==> src/rtl/mux_pkg.sv <==
// Shared constants and the round-robin search helper for the N-to-1 mux.
package mux_pkg;

   localparam logic MODE_DIRECT = 1'b0;
   localparam logic MODE_RR     = 1'b1;

   // Upper bound on channel count handled by rr_next.
   localparam int RR_IDX_W = 6;
   localparam int RR_MAX_N = 1 << RR_IDX_W;

   // First requester after ptr, searching ptr+1, ptr+2, ... modulo n.
   // Iterates from the far end so the nearest requester is written last.
   // Returns ptr when nothing requests; the caller gates with |req.
   function automatic int unsigned rr_next(input logic [RR_MAX_N-1:0] req,
                                           input int unsigned n,
                                           input int unsigned ptr);
      int unsigned idx;
      rr_next = ptr;
      for (int unsigned k = RR_MAX_N; k >= 1; k--) begin
         if (k <= n) begin
            idx = ptr + k;
            if (idx >= n) idx = idx - n;
            if (req[idx[RR_IDX_W-1:0]]) rr_next = idx;
         end
      end
   endfunction

endpackage

==> src/rtl/rr_arbiter.sv <==
// Combinational round-robin grant; the pointer register lives in the parent.
module rr_arbiter
   import mux_pkg::*;
#(
   parameter  int N    = 4,
   localparam int SELW = $clog2(N)
) (
   input  logic [N-1:0]    req,
   input  logic [SELW-1:0] ptr,
   output logic [SELW-1:0] grant,
   output logic            hit
);

   logic [RR_MAX_N-1:0] req_ext;

   assign req_ext = RR_MAX_N'(req);
   assign grant   = SELW'(rr_next(req_ext, N, 32'(ptr)));
   assign hit     = |req;

endmodule

==> src/rtl/mux_rr_nx1.sv <==
// Registered N-to-1 mux with valid/ready on every channel, direct-select or
// round-robin arbitration, and a single output slot.
module mux_rr_nx1
   import mux_pkg::*;
#(
   parameter  int N     = 4,
   parameter  int WIDTH = 8,
   localparam int SELW  = $clog2(N)
) (
   input  logic               clk,
   input  logic               rst_n,
   input  logic [N*WIDTH-1:0] in_data,
   input  logic [N-1:0]       in_valid,
   output logic [N-1:0]       in_ready,
   input  logic [SELW-1:0]    sel,
   input  logic               mode,
   output logic [WIDTH-1:0]   out_data,
   output logic               out_valid,
   input  logic               out_ready,
   output logic [SELW-1:0]    out_ch
);

   // Pad to a power of two so any sel value indexes safely; pads never hit.
   localparam int NPAD = 1 << SELW;

   logic [NPAD-1:0]  valid_pad;
   logic [WIDTH-1:0] data_arr [NPAD];
   logic [SELW-1:0]  rr_grant;
   logic             rr_hit;
   logic [SELW-1:0]  grant;
   logic             grant_hit;
   logic             load_en;

   logic [WIDTH-1:0] out_data_reg;
   logic [SELW-1:0]  out_ch_reg;
   logic             out_valid_reg;
   logic [SELW-1:0]  rr_ptr_reg;

   assign valid_pad = NPAD'(in_valid);

   generate
      for (genvar gi = 0; gi < NPAD; gi++) begin : g_unpack
         if (gi < N) begin : g_real
            assign data_arr[gi] = in_data[gi*WIDTH +: WIDTH];
         end else begin : g_pad
            assign data_arr[gi] = '0;
         end
      end
   endgenerate

   rr_arbiter #(.N(N)) u_arb (
      .req   (in_valid),
      .ptr   (rr_ptr_reg),
      .grant (rr_grant),
      .hit   (rr_hit)
   );

   always_comb begin
      load_en   = !out_valid_reg || out_ready;
      grant     = sel;
      grant_hit = valid_pad[sel];
      if (mode == MODE_RR) begin
         grant     = rr_grant;
         grant_hit = rr_hit;
      end
   end

   generate
      for (genvar gi = 0; gi < N; gi++) begin : g_ready
         assign in_ready[gi] = load_en && grant_hit && (grant == SELW'(gi));
      end
   endgenerate

   // A transfer is load_en && grant_hit: the granted channel is always valid.
   always_ff @(posedge clk or negedge rst_n) begin
      if (!rst_n) begin
         out_valid_reg <= 1'b0;
         out_data_reg  <= '0;
         out_ch_reg    <= '0;
         rr_ptr_reg    <= SELW'(N-1);
      end else if (load_en) begin
         out_valid_reg <= grant_hit;
         if (grant_hit) begin
            out_data_reg <= data_arr[grant];
            out_ch_reg   <= grant;
            if (mode == MODE_RR) rr_ptr_reg <= grant;
         end
      end
   end

   assign out_data  = out_data_reg;
   assign out_ch    = out_ch_reg;
   assign out_valid = out_valid_reg;

endmodule
==> config.mk <==
export PLATFORM = sky130hd
export DESIGN_NAME = mux_rr_nx1
export DESIGN_NICKNAME = d
export VERILOG_FILES = /design/src/rtl/mux_pkg.sv /design/src/rtl/rr_arbiter.sv /design/src/rtl/mux_rr_nx1.sv
export SDC_FILE = /design/constraint.sdc
export NUM_CORES = 1
export LEC_CHECK = 0
export ABC_AREA = 1
export BUFFER_PORTS_ARGS = -buffer_cell sky130_fd_sc_hd__buf_2
export CELL_PAD_IN_SITES_DETAIL_PLACEMENT = 0
export CELL_PAD_IN_SITES_GLOBAL_PLACEMENT = 1
export CORE_MARGIN = 1.5
export CORE_UTILIZATION = 30
export DETAILED_ROUTE_END_ITERATION = 12
export PLACE_DENSITY = 0.88
export SLEW_MARGIN = 40
export SYNTH_ARGS = -nofsm -noshare
export SYNTH_HDL_FRONTEND = slang
export SYNTH_SLANG_ARGS = --single-unit
==> constraint.sdc <==
create_clock -name clk -period 3.9 [get_ports clk]
set_clock_uncertainty 0.15 [all_clocks]
set_input_delay 1.17 -clock clk [delete_from_list [all_inputs] [get_ports clk]]
set_output_delay 1.17 -clock clk [all_outputs]
set_load 0.05 [all_outputs]
==> key figures <==
Logic synthesis
  • Top_reg_cell synth: dfrtp_1
  • Post-synth EDFFs: 0
  • Seq/Total Area, Yosys: 27.6%
  • Mapped Avg Cell Area: 5.93 um2
  • Yosys cell types: 22
  • Count leader, synth: nand2_1
  • Cells after synthesis: 200
  • Top post-synthesis cells by area: dfrtp_1 (23%), nand2_1 (19%), nand3_1 (15%)
  • Top cell type's share of synthesized area: 23.2%
  • Yosys Warn Count: 0
  • Synth Register Bits: 13
  • Most instantiated cells after synthesis: nand2_1 (61), inv_1 (42), nand3_1 (35)
  • Syn Nets: 247
  • Asr flop ratio synth: 100%
  • Synth area leader: dfrtp_1
  • Synth Cell Area: 1190 um2

Clock network
  • CTS Sinks: 13
  • Worst-path clk slew: 50 ps
  • Clk buf depth: 2
  • Clock Latency Late Sink: 240 ps
  • Htree depth: 1
  • Post-CTS setup buffer count: 0
  • CTS tree: done
  • Num CTS Buffers: 3
  • Root Driver: clkbuf_8

Timing
  • Pins Over Slew Limit: 0
  • Worst-margin pin slew: 410 ps
  • Final Critical Period: 3780 ps
  • Endpoints failing setup: 0
  • Setup total negative slack: 0 ps
  • Final Hold Viols: 0
  • Slew margin rel.: 72.6%
  • F_max: 0.265 GHz
  • Final period util: 96.9%
  • RSZ-0062 raised after global routing: false

GRT
  • Gr ovfl total: 0
  • Global-route wire length before repair: 5150 um
  • Largest net degree at the start of global routing: 19
  • All-Layer GR Usage: 15.5%
  • Vias in the first global route: 1178
  • Antenna violations before repair: 0

Worst setup path
  • Top delay family on crit path: buffers and inverters
  • Setup crit start kind: primary input
  • Crit path kind: primary input to output pin
  • Largest stage delay, worst path: 190 ps
  • WP data arrival: 2460 ps
  • Buf/Inv on CP: 5
  • Critical Path Most Common Cell: inv_1
  • Critical Path Sink Type: output pin
  • Worst-path cell chain: buf_2 > inv_1 > nor2_2 > inv_1 > a21oi_1 > o21ai_0 > o21ai_1 > nand2_1 > buf_4 > nor3_2 > buf_6
  • Worst-path cell with the longest stage delay: nor3_2
  • CP max FO: 6
  • Worst Path Required: 2580 ps

Job
  • Max cap viols: 0

Route
  • Routed length per instance: 9.94 um
  • WL final: 3140 um
  • Via density: 4.30
  • Post-route antenna net violation count: 0
  • DR DRC count: 0
  • First-pass detailed-route iteration total: 4
  • DRT iter0 DRCs: 60
  • Via count: 1358

Die
  • Die area: 4340 um2
  • Initial core utilization: 31.9%
  • # rows: 22
  • Die boundary height: 65.9 um
  • Io pins: 57
  • Die Width: 65.9 um
  • Core area: 3720 um2

Finish
  • FF/Latch Area: 328 um2
  • # diodes: 0
  • Max reg flops: 8
  • Layout cells sized above 1: 34.3%
  • Synth-to-Final Area Change: 42.6%
  • Fin area: 1690 um2
  • Final #Nets: 316
  • Multi-input gate area: 706 um2
  • Util after Layout: 45.5%
  • Fill cells: 420

Power
  • Internal: 0.628 mW
  • Worst IR Drop VDD: 383 uV
  • P_leak: 1.03 nW
  • Overall power: 1.41 mW
  • Gate power share: 74.2%
  • Switching share of power: 55.6%
  • NetSw: 0.786 mW
  • Clock power frac: 8.3%
  • PD cells: 836 nW/um2
  • Reg power frac: 17.5%

Placement
  • Placer Congestion: 0.838
  • Hpwl dp: 2580 um
  • Buffers on Ports: 56
  • Placement Cell Area: 1610 um2

Run status
  • Status: finished, final reports clean

Worst hold path
  • Worst hold path type: flop to flop
## tightest hold or removal path, delay by kind of cell, from the launching register on
family,cells,cell delay [ps]
DFF,1,340
and+or+nand+nor,2,100
## through the flow
step / hold slack [ps] / setup WS (ps) / std cells
3_5_place_dp: 319 / -0.364 / 312
5_1_grt: 351 / 2.91 / 316
3_3_place_gp: 313 / 25.2 / 312
2_1_floorplan: 407 / -103 / 200
4_1_cts: 332 / 1.34 / 316
6_report: 325 / 122 / 316
## power by group through the flow
| stage | Sequential, mW | Combinational (mW) | Clock, mW |
|---|---|---|---|
| 2_1_floorplan | 0.440 | 0.561 | 0 |
| 3_3_place_gp | 0.250 | 1.02 | 0 |
| 3_5_place_dp | 0.249 | 1.03 | 0 |
| 4_1_cts | 0.248 | 1.03 | 0.122 |
| 5_1_grt | 0.256 | 1.16 | 0.132 |
| 6_report | 0.248 | 1.05 | 0.117 |
## per-layer routing
| layer | vias up | share of wire [%] | track usage, % |
|---|---|---|---|
| li1 | 743 | - | - |
| met1 | 570 | 46 | 19.6 |
| met2 | 42 | 46 | 25.4 |
| met3 | 3 | 7.1 | 5.62 |
| met4 | 0 | 0.51 | 3.13 |
| met5 | - | 0 | 0 |
## layout by cell type, fill, tap and decap left out
cell type,instances
o21ai_1,1
inv_2,3
nor3_2,2
clkbuf_1,1
nand3_1,35
buf_4,11
or2_1,1
a21oi_1,3
nand3b_1,1
nand2_1,60
nor2_1,13
inv_1,41
clkbuf_8,3
nand3_2,1
or2_2,4
o21ai_0,5
o211ai_2,1
buf_2,52
buf_6,4
nor2_4,2
ha_1,4
nand2_4,1
nand2_2,3
nor2_2,2
dfstp_2,2
ha_2,1
dfrtp_1,11
## final timing paths
path / depth (start not counted) / slack (ps) / startpoint / to
max reg2reg: 11 / 1380 / rr_ptr_reg[1] / out_data[5]
max in group asynchronous: 1 / 2680 / rst_n / rr_ptr_reg[0]
min: 2 / 330 / out_data[2] / out_data[2]
max: 11 / 120 / sel[1] / in_ready[3]
min in group asynchronous: 1 / 650 / rst_n / out_data[5]
min reg2reg: 2 / 330 / out_data[2] / out_data[2]
## repair_timing
item                       4_1_cts  5_1_grt
gates resized for setup          1       15
cloned                           0        0
setup endpoints to repair        1        4
hold buffers                     0        0
pin swaps                        0        1
## cell type report
class / instances / area share, %
Tap cell: 48 / 3.55
Timing Repair Buffer: 67 / 22.9
Clock buffer: 4 / 2.66
Inverter: 44 / 9.76
Multi-Input combinational cell: 140 / 41.7
Sequential cell: 13 / 19.4
## cell families after synthesis
logic type      Yosys count  share of synthesized area, %
compound gates           10                          4.85
fa+ha+maj                 5                          5.27
buf+inv                  47                          15.8
flops                    13                          27.6
simple gates            125                          46.4
Note: power is estimated with default switching activity, not from simulation.
